## src/rtl/trig_consts.sv

```systemverilog
// Shared Q.11 trig coefficients and function-select encodings for the
// trig_scale_pipe datapath.
package trig_consts;

  localparam int FRAC_BITS = 11;
  localparam int COEF_W    = 14;

  typedef enum logic [1:0] {
    FUNC_SIN  = 2'd0,
    FUNC_COS  = 2'd1,
    FUNC_TAN  = 2'd2,
    FUNC_RSVD = 2'd3
  } func_e;

  function automatic logic [12:0] sin_q11(input logic [2:0] m);
    case (m)
      3'd0:    return 13'd0;
      3'd1:    return 13'd530;
      3'd2:    return 13'd1024;
      3'd3:    return 13'd1448;
      3'd4:    return 13'd1774;
      3'd5:    return 13'd1978;
      3'd6:    return 13'd2048;
      default: return 13'd0;
    endcase
  endfunction

  // Index 6 (90 degrees) is handled as a special case by the pipeline.
  function automatic logic [12:0] tan_q11(input logic [2:0] m);
    case (m)
      3'd0:    return 13'd0;
      3'd1:    return 13'd549;
      3'd2:    return 13'd1182;
      3'd3:    return 13'd2048;
      3'd4:    return 13'd3547;
      3'd5:    return 13'd7643;
      default: return 13'd0;
    endcase
  endfunction

endpackage

```

## src/rtl/trig_coef_lookup.sv

```systemverilog
// Combinational angle/function decode: folds the 24-step angle into a base
// index and sign and returns a signed Q.11 coefficient plus flags.
module trig_coef_lookup
  import trig_consts::*;
(
  input  logic [4:0]               angle,
  input  logic [1:0]               func,
  output logic signed [COEF_W-1:0] coef,
  output logic                     special,
  output logic                     err
);

  logic [4:0]  k_eff;
  logic [4:0]  tk;
  logic [2:0]  m;
  logic        neg;
  logic [12:0] mag;

  always_comb begin
    k_eff   = angle;
    tk      = '0;
    m       = '0;
    neg     = 1'b0;
    mag     = '0;
    special = 1'b0;
    err     = (angle > 5'd23) || (func == FUNC_RSVD);

    // cos(k) is sin(k + 6) modulo the full circle
    if (func == FUNC_COS) begin
      k_eff = (angle >= 5'd18) ? angle - 5'd18 : angle + 5'd6;
    end

    if (func == FUNC_TAN) begin
      tk = (angle >= 5'd12) ? angle - 5'd12 : angle;
      if (tk <= 5'd6) begin
        m = tk[2:0];
      end else begin
        m   = 3'(5'd12 - tk);
        neg = 1'b1;
      end
      special = (tk == 5'd6) && !err;
      mag     = tan_q11(m);
    end else begin
      if (k_eff < 5'd6) begin
        m = k_eff[2:0];
      end else if (k_eff < 5'd12) begin
        m = 3'(5'd12 - k_eff);
      end else if (k_eff < 5'd18) begin
        m   = 3'(k_eff - 5'd12);
        neg = 1'b1;
      end else begin
        m   = 3'(5'd24 - k_eff);
        neg = 1'b1;
      end
      mag = sin_q11(m);
    end

    coef = neg ? -$signed({1'b0, mag}) : $signed({1'b0, mag});
  end

endmodule

```

## src/rtl/trig_scale_pipe.sv

```systemverilog
// Three-stage r*sin/cos/tan scaler (decode, multiply, shift/saturate) with
// valid/ready flow control, a global stall and a passthrough tag.
module trig_scale_pipe
  import trig_consts::*;
#(
  parameter int R_WIDTH   = 9,
  parameter int OUT_WIDTH = R_WIDTH + 2,
  parameter int TAG_WIDTH = 4
) (
  input  logic                        clock,
  input  logic                        reset_n,
  input  logic                        in_valid,
  output logic                        in_ready,
  input  logic signed [R_WIDTH-1:0]   in_r,
  input  logic [4:0]                  in_angle,
  input  logic [1:0]                  in_func,
  input  logic [TAG_WIDTH-1:0]        in_tag,
  output logic                        out_valid,
  input  logic                        out_ready,
  output logic signed [OUT_WIDTH-1:0] out_result,
  output logic [TAG_WIDTH-1:0]        out_tag,
  output logic                        out_sat,
  output logic                        out_err
);

  localparam int PROD_W = R_WIDTH + 14;
  localparam logic signed [OUT_WIDTH-1:0] MAX_OUT = {1'b0, {(OUT_WIDTH-1){1'b1}}};

  logic signed [COEF_W-1:0] lk_coef;
  logic                     lk_special, lk_err;
  logic                     stall;

  logic                      s1_valid_d, s1_valid_q;
  logic signed [R_WIDTH-1:0] s1_r_d, s1_r_q;
  logic signed [COEF_W-1:0]  s1_coef_d, s1_coef_q;
  logic                      s1_special_d, s1_special_q;
  logic                      s1_err_d, s1_err_q;
  logic [TAG_WIDTH-1:0]      s1_tag_d, s1_tag_q;

  logic                      s2_valid_d, s2_valid_q;
  logic signed [PROD_W-1:0]  s2_prod_d, s2_prod_q;
  logic                      s2_rpos_d, s2_rpos_q;
  logic                      s2_rneg_d, s2_rneg_q;
  logic                      s2_special_d, s2_special_q;
  logic                      s2_err_d, s2_err_q;
  logic [TAG_WIDTH-1:0]      s2_tag_d, s2_tag_q;

  logic                        out_valid_d, out_valid_q;
  logic signed [OUT_WIDTH-1:0] out_result_d, out_result_q;
  logic [TAG_WIDTH-1:0]        out_tag_d, out_tag_q;
  logic                        out_sat_d, out_sat_q;
  logic                        out_err_d, out_err_q;

  logic signed [PROD_W-1:0] shifted, max_p, min_p;

  trig_coef_lookup u_lookup (
    .angle   (in_angle),
    .func    (in_func),
    .coef    (lk_coef),
    .special (lk_special),
    .err     (lk_err)
  );

  assign stall    = out_valid_q && !out_ready;
  assign in_ready = !stall;
  assign shifted  = s2_prod_q >>> FRAC_BITS;
  assign max_p    = PROD_W'(MAX_OUT);
  assign min_p    = -max_p;

  always_comb begin
    s1_valid_d   = s1_valid_q;
    s1_r_d       = s1_r_q;
    s1_coef_d    = s1_coef_q;
    s1_special_d = s1_special_q;
    s1_err_d     = s1_err_q;
    s1_tag_d     = s1_tag_q;
    s2_valid_d   = s2_valid_q;
    s2_prod_d    = s2_prod_q;
    s2_rpos_d    = s2_rpos_q;
    s2_rneg_d    = s2_rneg_q;
    s2_special_d = s2_special_q;
    s2_err_d     = s2_err_q;
    s2_tag_d     = s2_tag_q;
    out_valid_d  = out_valid_q;
    out_result_d = out_result_q;
    out_tag_d    = out_tag_q;
    out_sat_d    = out_sat_q;
    out_err_d    = out_err_q;

    if (!stall) begin
      s1_valid_d   = in_valid;
      s1_r_d       = in_r;
      s1_coef_d    = lk_coef;
      s1_special_d = lk_special;
      s1_err_d     = lk_err;
      s1_tag_d     = in_tag;

      s2_valid_d   = s1_valid_q;
      s2_prod_d    = PROD_W'(s1_r_q) * PROD_W'(s1_coef_q);
      s2_rneg_d    = s1_r_q[R_WIDTH-1];
      s2_rpos_d    = !s1_r_q[R_WIDTH-1] && (s1_r_q != '0);
      s2_special_d = s1_special_q;
      s2_err_d     = s1_err_q;
      s2_tag_d     = s1_tag_q;

      out_valid_d  = s2_valid_q;
      out_tag_d    = s2_valid_q ? s2_tag_q : '0;
      out_result_d = '0;
      out_sat_d    = 1'b0;
      out_err_d    = 1'b0;
      // Error wins over the tan 90/270 special case, which wins over clamping
      if (s2_valid_q) begin
        if (s2_err_q) begin
          out_err_d = 1'b1;
        end else if (s2_special_q) begin
          out_sat_d    = 1'b1;
          out_result_d = s2_rneg_q ? -MAX_OUT : (s2_rpos_q ? MAX_OUT : '0);
        end else if (shifted > max_p) begin
          out_sat_d    = 1'b1;
          out_result_d = MAX_OUT;
        end else if (shifted < min_p) begin
          out_sat_d    = 1'b1;
          out_result_d = -MAX_OUT;
        end else begin
          out_result_d = shifted[OUT_WIDTH-1:0];
        end
      end
    end
  end

  always_ff @(posedge clock or negedge reset_n) begin
    if (!reset_n) begin
      s1_valid_q   <= 1'b0;
      s1_r_q       <= '0;
      s1_coef_q    <= '0;
      s1_special_q <= 1'b0;
      s1_err_q     <= 1'b0;
      s1_tag_q     <= '0;
      s2_valid_q   <= 1'b0;
      s2_prod_q    <= '0;
      s2_rpos_q    <= 1'b0;
      s2_rneg_q    <= 1'b0;
      s2_special_q <= 1'b0;
      s2_err_q     <= 1'b0;
      s2_tag_q     <= '0;
      out_valid_q  <= 1'b0;
      out_result_q <= '0;
      out_tag_q    <= '0;
      out_sat_q    <= 1'b0;
      out_err_q    <= 1'b0;
    end else begin
      s1_valid_q   <= s1_valid_d;
      s1_r_q       <= s1_r_d;
      s1_coef_q    <= s1_coef_d;
      s1_special_q <= s1_special_d;
      s1_err_q     <= s1_err_d;
      s1_tag_q     <= s1_tag_d;
      s2_valid_q   <= s2_valid_d;
      s2_prod_q    <= s2_prod_d;
      s2_rpos_q    <= s2_rpos_d;
      s2_rneg_q    <= s2_rneg_d;
      s2_special_q <= s2_special_d;
      s2_err_q     <= s2_err_d;
      s2_tag_q     <= s2_tag_d;
      out_valid_q  <= out_valid_d;
      out_result_q <= out_result_d;
      out_tag_q    <= out_tag_d;
      out_sat_q    <= out_sat_d;
      out_err_q    <= out_err_d;
    end
  end

  assign out_valid  = out_valid_q;
  assign out_result = out_result_q;
  assign out_tag    = out_tag_q;
  assign out_sat    = out_sat_q;
  assign out_err    = out_err_q;

endmodule

```

## config.mk

```make
export PLATFORM = sky130hd
export DESIGN_NAME = trig_scale_pipe
export DESIGN_NICKNAME = d
export VERILOG_FILES = /design/src/rtl/trig_consts.sv /design/src/rtl/trig_coef_lookup.sv /design/src/rtl/trig_scale_pipe.sv
export SDC_FILE = /design/constraint.sdc
export NUM_CORES = 1
export LEC_CHECK = 0
export CORE_ASPECT_RATIO = 0.8
export CORE_MARGIN = 2
export CORE_UTILIZATION = 56
export CTS_CLUSTER_DIAMETER = 50
export CTS_CLUSTER_SIZE = 28
export DETAILED_ROUTE_END_ITERATION = 12
export PLACE_DENSITY_LB_ADDON = 0.05
export SLEW_MARGIN = 20
export SYNTH_ARGS = -nofsm -noshare
export SYNTH_HDL_FRONTEND = slang
export SYNTH_SLANG_ARGS = --single-unit
```

## constraint.sdc

```tcl
create_clock -name clock -period 7.4 [get_ports clock]
set_input_delay 1.85 -clock clock [delete_from_list [all_inputs] [get_ports clock]]
set_output_delay 1.85 -clock clock [all_outputs]
set_load 0.01 [all_outputs]
```

## Word-level counts from Yosys, hierarchy flattened

Cells that the tools add are included.

- Register bits after elaboration: 80
- Logic and storage cells: 93

- Mux-type cells: 33
- Magnitude comparators: 9
- Equal/unequal tests: 15
- $add $sub $neg: 8
- Reductions and logical operators: 9
- Multiply operators: 1

Operator list:

| kind | count |
|---|---|
| case mux 12 bit (6 select lines) | 1 |
| two-way mux 11 bit | 6 |
| case mux 13 bit (5 select lines) | 1 |
| multiplier 9 x 14 -> 23 bit | 1 |
| two-way mux 3 bit | 6 |
| equality test 3 bit, second input constant | 5 |
| two-way mux 5 bit | 3 |
| two-way mux 14 bit | 1 |
| negation 13 -> 14 bit | 1 |
| two-way mux 13 bit | 1 |
| equality test 3 x 2 -> 1 bit, second input constant | 4 |
| greater-than comparator 12 x 11 -> 1 bit, second input constant | 1 |
| less-than comparator 12 x 11 -> 1 bit, second input constant | 1 |
| two-way mux 1 bit | 12 |
| two-way mux 10 bit | 1 |
| nonzero test 9 bit | 1 |
| equality test 3 x 1 -> 1 bit, second input constant | 2 |
| subtractor 3 bit, first input constant | 2 |
| adder 5 x 3 -> 5 bit, second input constant | 1 |
| equality test 5 x 3 -> 1 bit, second input constant | 1 |
| greater-or-equal comparator 5 x 4 -> 1 bit, second input constant | 1 |
| greater-or-equal comparator 5 bit, second input constant | 1 |
| greater-than comparator 5 bit, second input constant | 1 |
| less-or-equal comparator 5 x 3 -> 1 bit, second input constant | 1 |
| other kinds (13) | 19 |

## Depth between registers and ports, before layout

Gate-level depths: netlist of run 1.

- Depth in word-level cells: 13
- Mapped depth: 20
- Mapped depth without buffers: 19

## By module

Synthesis of run 1 repeated with hierarchy kept, for this count alone.

- Cell total of the unflattened synthesis: 918
- Area total of the unflattened synthesis: 8076.5 um^2

Modules (own cells, without submodules):

| module | area an instance (um^2) | cells each | instances | sequential area each (um^2) |
|---|---|---|---|---|
| trig_scale_pipe | 6846.6 | 742 | 1 | 1726.7 |
| trig_coef_lookup | 1229.9 | 176 | 1 | 0.0 |

## Worst setup path after synthesis of run 1

No wires, ideal clock.

- Kind: register to register
- Start: register s1_r_q[5]
- End: register s2_prod_q[21]
- Data arrival time: 5.401 ns
- Buffers on the path: 1
- Stages on the path, launching flop included: 19
- Data required time: 7.284 ns
- Slack: 1.884 ns
- Cell sequence: dfrtp_1 clkbuf_1 and2_1 fa_1 inv_1 fa_1 inv_1 fa_1 fa_1 fa_1 ha_1 or4bb_1 nor4_1 a2111oi_0 nor2_1 a221o_1 a31oi_1 a21bo_2 o311ai_0

- Word-level cells in the longest chain between the ends: 1

RTL lines:

| what | line | text |
|---|---|---|
| start: declaration | trig_scale_pipe.sv:34 | `logic signed [R_WIDTH-1:0] s1_r_d, s1_r_q;` |
| start signal: assignment | trig_scale_pipe.sv:153 | `s1_r_q <= s1_r_d;` |
| multiplier 9 x 14 -> 23 bit | trig_scale_pipe.sv:99 | `s2_prod_d = PROD_W'(s1_r_q) * PROD_W'(s1_coef_q);` |
| end signal: assignment | trig_scale_pipe.sv:159 | `s2_prod_q <= s2_prod_d;` |
| end: declaration | trig_scale_pipe.sv:41 | `logic signed [PROD_W-1:0] s2_prod_d, s2_prod_q;` |

No other way between the ends.
A chain may end at the register's enable or synchronous reset.

## Final worst setup path of run 1

- Start: register s1_r_q[2]
- End: register s2_prod_q[21]

The elaborated chain is that of the path after synthesis.

==> results of run 1 <==
==> how the worst max path moves through the flow <==
stage	end	start	slack, ns
2_1_floorplan	s2_prod_q[21]$_DFFE_PN0N_	s1_r_q[5]$_DFFE_PN0N_	1.88
3_3_place_gp	s1_coef_q[6]$_DFFE_PN0N_	in_angle[3]	1.34
3_5_place_dp	s1_coef_q[6]$_DFFE_PN0N_	in_angle[3]	1.12
4_1_cts	s2_prod_q[21]$_DFFE_PN0N_	s1_r_q[2]$_DFFE_PN0N_	1.27
5_1_grt	s2_prod_q[21]$_DFFE_PN0N_	s1_r_q[2]$_DFFE_PN0N_	0.82
6_report	s2_prod_q[21]$_DFFE_PN0N_	s1_r_q[2]$_DFFE_PN0N_	1.24
==> state kept, by name, summed over array words and instances, names as in the netlist, 4 cells and up <==
name,cells
out_result,11
s2_prod_q,12
s1_tag_q,4
s1_coef_q,14
out_tag,4
s1_r_q,9
s2_tag_q,4
==> synthesized netlist by cell type (6+ instances only) <==
cell type	instances	share of area
fa_1	104	0.26
xor2_1	6	0.0067
nand2b_1	16	0.013
a21oi_1	35	0.022
a31oi_1	6	0.0048
nand2_1	174	0.083
clkbuf_1	37	0.018
nand3_1	14	0.0089
xnor2_1	18	0.020
and2_1	47	0.037
nor2_1	38	0.018
dfrtp_1	69	0.22
o21ai_0	31	0.020
ha_1	57	0.090
inv_1	115	0.055
a21o_1	11	0.010
==> kinds of logic (layout without fill, tap and decap cells) <==
logic type | after synthesis | count (layout) | synth area share
AOI/OAI and AO/OA | 136 | 136 | 0.1211
xor gates and xnor gates | 24 | 24 | 0.02662
adders and majority gates | 161 | 161 | 0.3540
buffers and inverters | 157 | 176 | 0.07511
DFF | 69 | 69 | 0.2187
muxes | 7 | 7 | 0.01062
and+or+nand+nor | 326 | 326 | 0.1939
==> stage by stage <==
stage	worst slack [ns]	cells
after global routing	0.8222	1079
after global placement	1.341	1063
after CTS	1.271	1079
after floorplan	1.884	880
after detailed placement	1.119	1063
final	1.245	1079
==> per-layer routing <==
metal / up-vias / share of wire / global-route usage
met5: - / 0 / 0
met3: 20 / 0.056 / 0.04390
li1: 2860 / - / -
met2: 153 / 0.47 / 0.4364
met1: 3009 / 0.47 / 0.3872
met4: 0 / 0.012 / 0.07589
==> critical path: cells and delay by family (launching register included) <==
| family | cells | cell delay (ns) |
|---|---|---|
| fa+ha+maj | 6 | 2.76 |
| simple gates | 4 | 1.31 |
| compound gates | 5 | 1.16 |
| flops | 1 | 0.76 |
| buf+inv | 1 | 0.05 |
==> final cells by class <==
cell class,count,area share
Inverter,115,0.04972
Sequential cell,69,0.1989
Tap cell,180,0.02594
Timing Repair Buffer,45,0.05044
Clock buffer,10,0.02637
Multi-Input combinational cell,654,0.6432
Clock inverter,6,0.005476
==> results.cfg, run 1 <==
[finish]
final_cell_mix = nand2_1 (174), inv_1 (114), fa_1 (104), dfrtp_1 (69), ha_1 (57)
fillers = 1179
final_util = 0.6363
synthToLayoutAreaGrowth_pct = 9.951
multi_input_area_um2 = 5584
final_nets = 1079
drive_gt1_frac = 0.04672
final_common_cell = nand2_1
area.sequential_um2 = 1727
final_cell_area_um2 = 8682
diodes = 0

[setup_path]
crit_slowest_cell = dfrtp_1
r2r_cells = 16
critPathMaxStageDelay_ns = 0.76
r2r_end = s2_prod_q[21]$_DFFE_PN0N_
ff2ff_setup_slack_ns = 1.24
rr_startpoint = s1_r_q[2]$_DFFE_PN0N_
worstPathCellList = nand2_1 > fa_1 > inv_1 > fa_1 > fa_1 > fa_1 > fa_1 > ha_1 > or4bb_1 > nor4_1 > a2111oi_0 > nor2_1 > a221o_1 > a31oi_1 > a21bo_2 > o311ai_0
cp.arrival_ns = 6.38
cp-start-kind = register
crit_top_cell = fa_1
setup.worst_path.class = register to register
cp-end-kind = register
critPathRequiredTime_ns = 7.63
path_max_fanout = 16

[sta]
setup_viol = 0
worst_pin_slew_ns = 0.8888
setup_tns_ns = 0
rsz0062_at_grt = no
drv_slew = 0
clock_skew_ns = 0.008394
hold_viol = 0
finalCritPeriodShare = 0.8318
holdWs_ns = 0.4656
period_minus_slack_ns = 6.155
fmax_mhz = 162.5
maxSlewHeadroom = 0.4074

[route]
drt_first_pass_iters = 4
vias_per_cell = 5.600
remaining_drc_errors = 0
ant_nets = 0
drtIter0Drc = 407
drt_wl_total_mm = 18.21
num_vias = 6042
wl_per_cell_um = 16.87

[clock_network]
cts_buffer_depth = 2
cts_tree = done
hold_buffers = 0
cts_buffers = 9
clk_pin_slew_ns = 0.06
clock_latency_ns = 0.35
ctsRootBufferMaster = clkbuf_16
htreeDepth = 3
cts_sinks = 69
post_cts_buffers = 0
cts_resized = 0

[floorplanning]
ios = 43
start_util = 0.5787
die_h_um = 110.2
rows = 38
dieArea_um2 = 15070
core_um2 = 13650
die_w_um = 136.8

[logic_synthesis]
synth.cell_area_um2 = 7896
yosys_register_bits = 69
yosys_warnings = 0
seq_area_frac_synth = 0.2187
netlist_instances = 880
async_flop_share = 1.000
syn_avg_cell_area_um2 = 8.973
synth-edff-count = 0
synth_cell_type_count = 69
syn_nets = 1065
synth_flop_cell = dfrtp_1

[place]
post-dp-hpwl_mm = 13.96
placed_area_um2 = 8406
io_buffers = 42
gp_congestion = 0.8313

[global_route]
antenna_found_initial = 0
grt_pass1_wl_mm = 31.57
grt_overflow_total = 0
grt_pass1_vias = 6302
grt_start_max_net_pins = 70
grt_usage = 0.2724

[min_path]
hold_class = register to register
holdPathStages = 2
min_from = s1_tag_q[0]$_DFFE_PN0N_
worstHoldEndpoint = s1_tag_q[0]$_DFFE_PN0N_

[run]
maxCapViolCount = 0

[outcome]
status = complete, no violations
Power of run 1 is left out: the tool's default activity adds up to more than one toggle a clock period on the data nets, which glitch-free logic cannot reach.
==> run 2: changes to the inputs <==
==> constraint.sdc (replaced) <==
create_clock -name clock -period 6 [get_ports clock]
set_input_delay 1.5 -clock clock [delete_from_list [all_inputs] [get_ports clock]]
set_output_delay 1.5 -clock clock [all_outputs]
set_load 0.01 [all_outputs]
==> results.cfg, run 2 (same netlist as run 1, synthesis figures left out) <==
[sta]
worst_pin_slew_ns = 0.8868
maxSlewHeadroom = 0.4088
fmax_mhz = 175.6
drv_slew = 0
clock_skew_ns = 0.005693
period_minus_slack_ns = 5.695
rsz0062_at_grt = no
setup_viol = 0
hold_viol = 0
finalCritPeriodShare = 0.9491
setup_tns_ns = 0

[finish]
drive_gt1_frac = 0.07692
final_common_cell = nand2_1
diodes = 0
final_cell_mix = nand2_1 (174), inv_1 (114), fa_1 (104), dfrtp_1 (65), ha_1 (57)
largest_register_ffs = 14
synthToLayoutAreaGrowth_pct = 12.98
multi_input_area_um2 = 5584
fillers = 1140
final_nets = 1103
regMostFlops = s1_coef_q
area.sequential_um2 = 1732

[route]
ant_nets = 0
num_vias = 6146
drt_first_pass_iters = 5
drt_wl_total_mm = 18.78
remaining_drc_errors = 0
drtIter0Drc = 376
wl_per_cell_um = 17.03
vias_per_cell = 5.572

[clock_network]
ctsRootBufferMaster = clkbuf_16
cts_buffers = 9
clock_latency_ns = 0.34
cts_sinks = 69
cts_tree = done
cts_buffer_depth = 2
clk_pin_slew_ns = 0.06
hold_buffers = 0
htreeDepth = 3

[setup_path]
r2r_cells = 20
path_max_fanout = 6
crit_top_cell = fa_1
cp-end-kind = register
critPathTopFamily = adder cells
worstPathCellList = buf_4 > and2_1 > fa_1 > fa_1 > inv_1 > fa_1 > fa_1 > inv_1 > ha_1 > ha_1 > a21o_1 > a21o_1 > a2111oi_0 > nor2_1 > buf_4 > a221o_1 > a31oi_1 > nand2_1 > xnor2_1 > a21oi_1
setup.worst_path.class = register to register
cp.arrival_ns = 5.89
critPathMaxStageDelay_ns = 0.54
critPathRequiredTime_ns = 6.19
crit_slowest_cell = fa_1
path_buf_inv = 4
cp.depth = 20
cp-start-kind = register

[run]
maxCapViolCount = 0

[floorplanning]
dieArea_um2 = 15070
core_um2 = 13650
rows = 38
die_w_um = 136.8
ios = 43
die_h_um = 110.2
start_util = 0.5787

[global_route]
grt_pass1_vias = 6427
grt_pass1_wl_mm = 31.88
grt_overflow_total = 0
antenna_found_initial = 0
grt_start_max_net_pins = 70
grt_usage = 0.2745

[outcome]
status = complete, no violations

[place]
io_buffers = 42
post-dp-hpwl_mm = 14.74
gp_congestion = 0.9332

[min_path]
holdPathStages = 2
hold_class = register to register
==> run 2: through the flow <==
stage                     instances  setup slack, ns    util  hold slack, ns  instance area (µm²)
after floorplan                 880           0.4836       -          0.4386                 7896
after global placement         1086           0.3558  0.6286          0.4488                 8578
after detailed placement       1086           0.1873  0.6286          0.4556                 8578
after CTS                      1102           0.2082  0.6529          0.4699                 8909
after global routing           1103         0.009128  0.6538          0.4900                 8921
final                          1103           0.3054  0.6538          0.4641                 8921
==> run 2: final timing paths <==
path                                             start  slack, ns                   endpoint
worst max-delay path             s1_r_q[5]$_DFFE_PN0N_       0.31  s2_prod_q[20]$_DFFE_PN0N_
worst max register to register   s1_r_q[5]$_DFFE_PN0N_       0.31  s2_prod_q[20]$_DFFE_PN0N_
worst min-delay path            out_tag[1]$_DFFE_PN0N_       0.46     out_tag[1]$_DFFE_PN0N_
max in group asynchronous                      reset_n       4.00   s1_coef_q[2]$_DFFE_PN0N_
worst min register to register  out_tag[1]$_DFFE_PN0N_       0.46     out_tag[1]$_DFFE_PN0N_
min in group asynchronous                      reset_n       1.36    s1_tag_q[1]$_DFFE_PN0N_
==> run 2: final cells by class <==
class | count | area share
timing repair buffer | 69 | 0.06928
clock inverter | 7 | 0.01178
clock buffer | 9 | 0.02525
sequential | 69 | 0.1941
multi-input combinational | 654 | 0.6259
tap | 180 | 0.02525
inverter | 115 | 0.04839
==> run 2: timing repair <==
action / 4_1_cts / 5_1_grt
buffers inserted: 0 / 1
endpoints found under the setup margin: 0 / 3
gates resized for setup: 0 / 4
==> run 2: worst register-to-register path, delay by kind of cell, from the launching register on <==
family,cells,cell delay (ns)
flip-flops,1,0.40
XOR/XNOR,1,0.20
AND/OR/NAND/NOR,3,0.35
AO/OA/AOI/OAI,6,1.55
adder cells (fa/ha/maj),6,2.62
buffers and inverters,4,0.42
==> run 2: per-layer routing <==
| layer | vias up | GRT usage | share of wire | routed length (µm) |
|---|---|---|---|---|
| met5 | - | 0 | 0 | 0 |
| met4 | 0 | 0.07292 | 0.020 | 375 |
| met3 | 27 | 0.06767 | 0.064 | 1194 |
| met2 | 184 | 0.4364 | 0.46 | 8639 |
| met1 | 3035 | 0.3794 | 0.46 | 8574 |
| li1 | 2900 | - | - | - |
Power of run 2 is left out for the same reason.
==> run 3: changes to the inputs <==
--- a/config.mk
+++ b/config.mk
@@ -12,6 +12,7 @@
 export CTS_CLUSTER_SIZE = 28
 export DETAILED_ROUTE_END_ITERATION = 12
 export PLACE_DENSITY_LB_ADDON = 0.05
+export SETUP_SLACK_MARGIN = 0.05
 export SLEW_MARGIN = 20
 export SYNTH_ARGS = -nofsm -noshare
 export SYNTH_HDL_FRONTEND = slang
==> results.cfg, run 3 (same netlist as run 1, synthesis figures left out) <==
[outcome]
status = complete, no violations

[place]
post-dp-hpwl_mm = 14.74
placedCellCount = 1086
gp_congestion = 0.9332
io_buffers = 42

[global_route]
grt_start_max_net_pins = 70
grt_pass1_vias = 6427
grt_usage = 0.2745
grt_overflow_total = 0
antenna_found_initial = 0
grt_pass1_wl_mm = 31.88

[sta]
worst_pin_slew_ns = 0.8819
rsz0062_at_grt = no
drv_slew = 0
finalCritPeriodShare = 0.9445
clock_skew_ns = 0.005570
setup_viol = 0
maxSlewHeadroom = 0.4121
setup_tns_ns = 0
period_minus_slack_ns = 5.667
fmax_mhz = 176.5
hold_viol = 0

[min_path]
hold_class = register to register
holdPathStages = 2
min_from = out_tag[1]$_DFFE_PN0N_
worstHoldEndpoint = out_tag[1]$_DFFE_PN0N_

[setup_path]
r2r_end = s2_prod_q[19]$_DFFE_PN0N_
cp.arrival_ns = 5.89
r2r_cells = 20
rr_startpoint = s1_r_q[5]$_DFFE_PN0N_
setup.worst_path.class = register to register
critPathRequiredTime_ns = 6.23
cp-end-kind = register
path_max_fanout = 6
cp-start-kind = register
ff2ff_setup_slack_ns = 0.33

[clock_network]
clk_pin_slew_ns = 0.06
cts_buffers = 9
clock_latency_ns = 0.34
ctsRootBufferMaster = clkbuf_16
cts_tree = done
htreeDepth = 3
cts_buffer_depth = 2
cts_sinks = 69

[floorplanning]
die_w_um = 136.8
die_h_um = 110.2
core_um2 = 13650
rows = 38
dieArea_um2 = 15070
start_util = 0.5787
ios = 43

[finish]
regMostFlops = s1_coef_q
final_common_cell = nand2_1
fin_cells = 1103
final_cell_mix = nand2_1 (174), inv_1 (114), fa_1 (104), dfrtp_1 (65), ha_1 (57)
drive_gt1_frac = 0.07801
final_nets = 1103
diodes = 0
largest_register_ffs = 14
synthToLayoutAreaGrowth_pct = 13.06

[route]
ant_nets = 0
drt_first_pass_iters = 6
num_vias = 6131
drt_wl_total_mm = 18.78
remaining_drc_errors = 0
drtIter0Drc = 371
wl_per_cell_um = 17.03
vias_per_cell = 5.558

[run]
maxCapViolCount = 0
-- run 3: cell counts in the layout (fill, tap and decap cells not counted) --
No cell type changed its count.
-- run 3: layout make-up --
cell class / count / area, µm²
clock buffers: 9 / 225.2
repair buffers: 69 / 618.1
clock inverters: 7 / 105.1
well taps: 180 / 225.2
inverters: 115 / 431.7
flip-flops and latches: 69 / 1732
multi-input cells: 654 / 5590
fillers: 1139 / 4718
-- run 3: critical path, stage by stage, from the launching register on --
cell and delay (ns):
dfrtp_1 0.40, buf_4 0.17, and2_1 0.15, fa_1 0.46, fa_1 0.54, inv_1 0.05
fa_1 0.47, fa_1 0.54, inv_1 0.04, ha_1 0.29, ha_1 0.32, a21o_1 0.18
a21o_1 0.19, a2111oi_0 0.41, nor2_1 0.07, buf_4 0.16, a221o_1 0.35, a21o_1 0.22
a211o_1 0.29, a21oi_1 0.18, nor2_1 0.06
-- run 3: how the worst max path moves through the flow --
stage	from	depth (start not counted)	to	slack [ns]
6_report	s1_r_q[5]$_DFFE_PN0N_	20	s2_prod_q[19]$_DFFE_PN0N_	0.33
5_1_grt	s1_coef_q[5]$_DFFE_PN0N_	18	s2_prod_q[21]$_DFFE_PN0N_	0.11
4_1_cts	s1_coef_q[6]$_DFFE_PN0N_	16	s2_prod_q[21]$_DFFE_PN0N_	0.21
3_5_place_dp	s1_coef_q[6]$_DFFE_PN0N_	16	s2_prod_q[21]$_DFFE_PN0N_	0.19
3_3_place_gp	s1_coef_q[0]$_DFFE_PN0N_	16	s2_prod_q[21]$_DFFE_PN0N_	0.36
2_1_floorplan	s1_r_q[5]$_DFFE_PN0N_	18	s2_prod_q[21]$_DFFE_PN0N_	0.48
-- run 3: per-stage QoR --
| stage | hold WS (ns) | worst slack (ns) | util | instance area [µm²] |
|---|---|---|---|---|
| final | 0.4625 | 0.3332 | 0.6542 | 8927 |
| after floorplan | 0.4386 | 0.4836 | - | 7896 |
| after global placement | 0.4488 | 0.3558 | 0.6286 | 8578 |
| after global routing | 0.4900 | 0.1079 | 0.6542 | 8927 |
| after detailed placement | 0.4556 | 0.1873 | 0.6286 | 8578 |
| after CTS | 0.4699 | 0.2082 | 0.6529 | 8909 |
-- run 3: timing repair --
action                                  CTS  global route
hold buffers                              0             0
gates resized for setup                   0             5
endpoints found under the setup margin    0             3
buffers inserted                          0             1
-- run 3: layer usage --
layer,GRT usage,vias to the layer above,routed length (µm)
li1,-,2900,-
met1,0.3794,3025,8621
met2,0.4364,181,8621
met3,0.06767,25,1175
met4,0.07292,0,363
met5,0,-,0
Power of run 3 is left out for the same reason.
